$ cat src/rtl/mux_arb_pkg.sv
// ----------------------------------------------------------------------------
// mux_arb_pkg
//   Shared definitions for the four-requester round-robin mux arbiter:
//   requester count, select width, FSM state encoding and the rotating
//   priority pick used to choose the next grant.
// ----------------------------------------------------------------------------
package mux_arb_pkg;

    localparam int NUM_REQ = 4;
    localparam int SEL_W   = 2;

    typedef enum logic {
        ST_IDLE = 1'b0,
        ST_BUSY = 1'b1
    } arb_state_t;

    // Returns the first set bit of req scanning ptr, ptr+1, ptr+2, ptr+3
    // (mod 4). With no request pending the result is ptr; callers only use
    // the result when req is non-zero.
    function automatic logic [SEL_W-1:0] rr_pick(input logic [NUM_REQ-1:0] req,
                                                 input logic [SEL_W-1:0]   ptr);
        logic [SEL_W-1:0] idx;
        logic [SEL_W-1:0] pick;
        logic             found;
        pick  = ptr;
        found = 1'b0;
        for (int i = 0; i < NUM_REQ; i++) begin
            idx = ptr + SEL_W'(i);
            if (!found && req[idx]) begin
                pick  = idx;
                found = 1'b1;
            end
        end
        return pick;
    endfunction

endpackage

$ cat src/rtl/mux4to1_bus.sv
// ----------------------------------------------------------------------------
// mux4to1_bus
//   WIDTH-bit 4:1 data multiplexer built as a tree of three 2:1 stages:
//   s0 picks within each pair, s1 picks between the pairs.
// Ports
//   d0..d3  in   WIDTH  data inputs
//   s0      in   1      select bit 0
//   s1      in   1      select bit 1
//   o       out  WIDTH  selected data
// ----------------------------------------------------------------------------
module mux4to1_bus #(
    parameter int WIDTH = 8
) (
    input  logic [WIDTH-1:0] d0,
    input  logic [WIDTH-1:0] d1,
    input  logic [WIDTH-1:0] d2,
    input  logic [WIDTH-1:0] d3,
    input  logic             s0,
    input  logic             s1,
    output logic [WIDTH-1:0] o
);

    logic [WIDTH-1:0] lo;
    logic [WIDTH-1:0] hi;

    assign lo = s0 ? d1 : d0;
    assign hi = s0 ? d3 : d2;
    assign o  = s1 ? hi : lo;

endmodule

$ cat src/rtl/mux4_rr_arbiter.sv
// ----------------------------------------------------------------------------
// mux4_rr_arbiter
//   Round-robin arbiter sharing one WIDTH-bit output channel among four
//   requesters. A grant is held for a whole burst (up to the beat flagged by
//   last) when LOCK_BURST=1, or for a single beat when LOCK_BURST=0. Every
//   grant is followed by one idle bubble, during which the next requester is
//   picked with rotating priority starting at ptr.
// Ports
//   clk      in   1      clock, all state on rising edge
//   rst      in   1      synchronous active-high reset
//   req      in   4      per-requester beat valid
//   last     in   4      per-requester end-of-burst flag
//   d0..d3   in   WIDTH  requester data
//   o_data   out  WIDTH  d<sel>
//   o_valid  out  1      beat valid toward sink
//   o_ready  in   1      sink ready
//   ack      out  4      one-hot transfer acknowledge to the granted requester
//   sel      out  2      registered grant index / mux select
//   busy     out  1      high while a grant is active
// ----------------------------------------------------------------------------
module mux4_rr_arbiter
    import mux_arb_pkg::*;
#(
    parameter int WIDTH      = 8,
    parameter int LOCK_BURST = 1
) (
    input  logic             clk,
    input  logic             rst,
    input  logic [3:0]       req,
    input  logic [3:0]       last,
    input  logic [WIDTH-1:0] d0,
    input  logic [WIDTH-1:0] d1,
    input  logic [WIDTH-1:0] d2,
    input  logic [WIDTH-1:0] d3,
    output logic [WIDTH-1:0] o_data,
    output logic             o_valid,
    input  logic             o_ready,
    output logic [3:0]       ack,
    output logic [1:0]       sel,
    output logic             busy
);

    arb_state_t       state;
    logic [SEL_W-1:0] ptr;
    logic             xfer;
    logic             grant_end;

    mux4to1_bus #(
        .WIDTH (WIDTH)
    ) u_mux (
        .d0 (d0),
        .d1 (d1),
        .d2 (d2),
        .d3 (d3),
        .s0 (sel[0]),
        .s1 (sel[1]),
        .o  (o_data)
    );

    assign busy = (state == ST_BUSY);

    // A reset asserted mid-burst suppresses the beat in that same cycle so
    // the requester never sees an ack for a beat the arbiter then forgets.
    assign o_valid   = busy && req[sel] && !rst;
    assign xfer      = o_valid && o_ready;
    assign grant_end = xfer && (last[sel] || (LOCK_BURST == 0));

    always_comb begin
        ack = 4'b0000;
        if (xfer) begin
            ack[sel] = 1'b1;
        end
    end

    always_ff @(posedge clk) begin
        if (rst) begin
            state <= ST_IDLE;
            sel   <= '0;
            ptr   <= '0;
        end else begin
            case (state)
                ST_IDLE: begin
                    if (req != 4'b0000) begin
                        sel   <= rr_pick(req, ptr);
                        state <= ST_BUSY;
                    end
                end
                ST_BUSY: begin
                    // Mid-burst transfers and stalls keep sel; only the
                    // closing beat rotates priority past the current owner.
                    if (grant_end) begin
                        ptr   <= sel + SEL_W'(1);
                        state <= ST_IDLE;
                    end
                end
                default: begin
                    state <= ST_IDLE;
                end
            endcase
        end
    end

    // A stalled beat must be presented unchanged until the sink takes it.
    a_hold_stable: assert property (
        @(posedge clk) disable iff (rst)
        (o_valid && !o_ready) |=> ((o_data == $past(o_data)) && (last[sel] == $past(last[sel])))
    );

    a_ack_onehot: assert property (
        @(posedge clk) disable iff (rst)
        $onehot0(ack)
    );

endmodule

$ cat config.mk
export PLATFORM = sky130hd
export DESIGN_NAME = mux4_rr_arbiter
export DESIGN_NICKNAME = d
export VERILOG_FILES = /design/src/rtl/mux_arb_pkg.sv /design/src/rtl/mux4to1_bus.sv /design/src/rtl/mux4_rr_arbiter.sv
export SDC_FILE = /design/constraint.sdc
export NUM_CORES = 1
export LEC_CHECK = 0
export ABC_AREA = 1
export CORE_UTILIZATION = 35
export CTS_BUF_LIST = sky130_fd_sc_hd__clkbuf_2
export DETAILED_ROUTE_END_ITERATION = 16
export PLACE_DENSITY = 0.87
export SKIP_CTS_REPAIR_TIMING = 1
export SYNTH_ARGS = -nofsm -noshare
export SYNTH_HDL_FRONTEND = slang
export SYNTH_SLANG_ARGS = --single-unit
$ cat constraint.sdc
create_clock -name clk -period 1.8 [get_ports clk]
set_clock_uncertainty 0.05 [all_clocks]
set_input_delay 0.36 -clock clk [delete_from_list [all_inputs] [get_ports clk]]
set_output_delay 0.36 -clock clk [all_outputs]
set_load 0.02 [all_outputs]
---- Word-level counts from Yosys, hierarchy flattened ----
Cells that the tools add are included.
storage, ports and cells
  flip-flop bits (word level) ............. 5
cells by class
  $add $sub $neg .......................... 4
  magnitude comparators ................... 6
  mux-type cells .......................... 36
  bitwise gates (word level) .............. 1
  reductions and logical operators ........ 15
operators by type and width
  cell                   count
  $mux W8                3
  $mux W1                21
  $lt A2 B3 Y1 const B   5
  $bmux W1 S2            6
  $logic_and A1 B1 Y1    8
  $mux W2                3
  $add A2 B1 Y2 const B  2
  $add A2 B2 Y2 const B  2
  $logic_not A1 Y1       4
  $mux W4                1
  $reduce_and A2 Y1      2
  $reduce_bool A4 Y1     1
  $demux W1 S2           1
  $ge A2 B1 Y1 const B   1
  $pmux W1 S2            1
  $not A1 Y1             1

---- Depth between registers and ports, before layout ----
  word-level depth ........................ 21
  depth in mapped cells ................... 13
  mapped depth without buffers ............ 12

---- Modules after synthesis ----
From an unflattened synthesis, not the netlist that was laid out.
unflattened totals
  cells, all modules ...................... 204
  area, all modules ....................... 1027.2 um^2
modules (own cells, without submodules)
  module           instances  cells an instance  area an instance (um^2)  sequential area each (um^2)
  mux4_rr_arbiter  1          110                631.9                    100.1
  mux4to1_bus      1          94                 395.4                    0.0

---- Least setup slack after synthesis ----
OpenSTA, ideal clock, no wires.
  kind .................................... reg-to-output
  start point ............................. register sel[0]
  end point ............................... output o_data[5]
  arrival ................................. 1.371 ns
  required time ........................... 1.390 ns
  setup slack ............................. 0.019 ns
  cell stages (with the launch flop) ...... 5
  path through ............................ dfxtp_1 -> buf_2 -> clkbuf_1 -> o21ai_0 -> o22ai_1
on the way
  longest elaborated chain between the ends .. 2
RTL lines
  what                               RTL line                              source
  start: declaration                 mux4_rr_arbiter.sv:39                 output logic [1:0] sel,
  start signal: assignment           mux4_rr_arbiter.sv:84                 sel <= rr_pick(req, ptr);
  $mux W8, on equally long branches  mux4to1_bus.sv:26, mux4to1_bus.sv:27
  $mux W8 (*)                        mux4to1_bus.sv:28                     assign o = s1 ? hi : lo;
  end: declaration                   mux4_rr_arbiter.sv:35                 output logic [WIDTH-1:0] o_data,
Mark *: on every way between the ends. The rest lies on a longest branch, timed or not.

---- Worst setup path after layout ----
  start point ............................. register sel[0]
  end point ............................... output ack[0]
on the way
  longest elaborated chain between the ends .. 6
RTL lines
  what                                                                  RTL line               source
  parallel branches: the longest is 5 deep, another holds $lt A2 B3 Y1  --
  $mux W4 (*)                                                           mux4_rr_arbiter.sv:70  if (xfer) begin
  end: declaration                                                      mux4_rr_arbiter.sv:38  output logic [3:0] ack,
Every way passes the cells marked *. The select of a mux whose other input is x is not followed.

==> flow_metrics.py <==
metrics = {
    "place": {
        "gp_congestion": 0.825,
        "io_buffers": 58,
        "dp_cells": 242,
        "dpl.hpwl_um": 2530,
        "place_area_um2": 1500,
    },
    "logic_synthesis": {
        "synthesis.nets": 200,
        "synthCells": 153,
        "synth_area_um2": 855,
        "yosysWarnings": 0,
        "synth_largest_area_cell": "nand2_1",
        "synth_seq_cells": 5,
        "yosysSeqAreaShare_pct": 11.7,
        "syn_area_per_cell_um2": 5.59,
        "synth.area.top_cells": "nand2_1 (15%), nor2_1 (12%), dfxtp_1 (12%)",
        "synth.top_cell.area_share_pct": 15.4,
        "synthDistinctLibCells": 23,
    },
    "sta": {
        "hold_viol": 0,
        "slew-limit-headroom_pct": 73.5,
        "period_share_pct": 97.7,
        "period_minus_slack_ps": 1760,
        "hold_slack_ps": 427,
        "timing.fmax_ghz": 0.568,
        "slew_viol_final": 0,
        "tightest_slew_ps": 397,
        "finalSetupViolations": 0,
        "grt_setup_unrepaired": "true",
    },
    "power_and_ir_drop": {
        "p_total_uw": 678,
        "vdd_ir_drop_max_v": 0.000344,
        "clkPwrFrac_pct": 16.5,
        "switchingPower_uw": 290,
        "p_sw_share_pct": 42.7,
        "pwr-share-comb_pct": 64.5,
        "internal-power_uw": 388,
        "power_frac_seq_pct": 19.0,
        "p_leak_nw": 0.810,
        "powerDensity_nw_per_um2": 436,
    },
    "job": {
        "maxCapViolations": 0,
    },
    "clocking": {
        "cts_root_buf": "clkbuf_2",
        "clk_latency_ps": 230,
        "htreeDepth": 1,
        "clk_path_buf_depth": 2,
        "clkTransAtPathRegs_ps": 60,
        "cts.sinks": 5,
        "cts_buffers": 3,
        "cts_tree": "done",
    },
    "floorplan": {
        "core_area_um2": 2250,
        "die_h_um": 51.4,
        "start_util_pct": 37.9,
        "die_area_um2": 2640,
        "die_x_um": 51.4,
        "io_pins": 59,
        "num_rows": 17,
    },
    "detailed_routing": {
        "vias": 1263,
        "viasPerCell": 5.13,
        "remaining_drc_errors": 0,
        "dr.pass1.iters": 6,
        "antenna_left": 0,
        "wire_per_inst_um": 13.4,
        "wirelength_um": 3290,
        "drtIter0Drc": 50,
    },
    "status": {
        "run_status": "complete, no violations",
    },
    "layout": {
        "mostFrequentLayoutCells": "clkdlybuf4s50_1 (38), nand2_1 (34), nor2_1 (26)",
        "utilization_pct": 69.0,
        "layout.cells.non_filler": 246,
        "area.growth.synth_to_final_pct": 82.0,
        "final_common_cell": "clkdlybuf4s50_1",
        "num_antenna_cells": 0,
        "layout-drive-gt1-share_pct": 21.1,
        "final_area_um2": 1560,
        "num-fill-cells": 199,
        "num-nets-final": 266,
    },
    "setup_path": {
        "cp.arrival_ps": 1350,
        "worst-path-max-fanout": 5,
        "path_class": "flop to output port",
        "cp-start-kind": "flop",
        "required_ps": 1390,
        "end_kind": "output port",
    },
    "grt": {
        "first_global_vias": 1241,
        "grt_pass1_wl_um": 5150,
        "antenna_found_initial": 0,
        "track_usage_pct": 26.1,
        "grt_max_degree": 23,
        "overflow": 0,
    },
    "worst_hold_path": {
        "hold_class": "primary input to flop",
    },
}
==> layer usage <==
| metal | part of all wire [%] | global-route usage, % |
|---|---|---|
| met5 | 0 | 0 |
| met1 | 36 | 26.0 |
| met2 | 57 | 51.5 |
| met4 | 1.3 | 5.86 |
| met3 | 5.9 | 8.04 |
==> worst max-delay path, stage by stage (launching register included) <==
cell	delay, ps
dfxtp_4	360
inv_4	60
nand2_2	40
nand3_2	60
nand3_2	60
a21oi_2	150
nand2_2	120
nor2_2	130
buf_6	120
==> area by class of cell <==
cell class | instances | area [um^2] | area share (%)
tap | 28 | 35.0 | 2.25
sequential | 5 | 104 | 6.68
clock buffer | 4 | 20.0 | 1.29
timing repair buffer | 70 | 679 | 43.7
multi-input combinational | 123 | 649 | 41.8
inverter | 16 | 67.6 | 4.34
==> cells by family after synthesis <==
logic type | Yosys count | share of synthesized area [%]
fa+ha+maj | 4 | 5.86
flops | 5 | 11.7
xor+xnor | 1 | 1.03
compound gates | 34 | 23.0
simple gates | 84 | 44.1
buf+inv | 25 | 14.3
==> final timing paths <==
| check | cells past startpoint | slack (ps) | end | from |
|---|---|---|---|---|
| setup / recovery | 8 | 40 | ack[0] | sel[0]$_SDFFE_PP0P_ |
| hold / removal | 4 | 430 | ptr[0]$_SDFFE_PP0P_ | rst |
| hold reg to reg | 3 | 580 | busy$_SDFF_PP0_ | busy$_SDFF_PP0_ |
| setup reg to reg | 11 | 160 | sel[0]$_SDFFE_PP0P_ | ptr[0]$_SDFFE_PP0P_ |
==> metrics by stage <==
stage / setup TNS [ps] / setup WS, ps
floorplan: 0 / 19.5
global placement: -5710 / -649
detailed placement: -6590 / -688
CTS: -6810 / -700
global route: -239 / -53.0
finish: 0 / 40.5
==> state kept, by name, summed over array words and instances, names as in the netlist <==
name,cells
sel,2
ptr,2
busy,1
==> power by group through the flow <==
stage          clock network (mW)  logic (mW)  registers, mW
2_1_floorplan                   0       0.222          0.130
3_3_place_gp                    0       0.423          0.128
3_5_place_dp                    0       0.441          0.128
4_1_cts                     0.112       0.444          0.126
5_1_grt                     0.122       0.474          0.130
6_report                    0.112       0.438          0.129
==> synthesized netlist by cell type <==
master / instances
buf_4: 2
nor2_1: 28
o22ai_1: 8
nand2_2: 5
nand2_4: 2
inv_1: 13
a21oi_2: 3
a211oi_1: 2
dfxtp_1: 5
nor4_1: 1
o21ai_0: 19
nand3_1: 12
inv_6: 1
nand2_1: 35
inv_2: 2
clkdlybuf4s15_1: 1
clkbuf_1: 3
xor2_1: 1
ha_1: 4
buf_6: 1
buf_2: 2
a21oi_1: 2
nor2_8: 1
(Power assumes the default switching activity.)
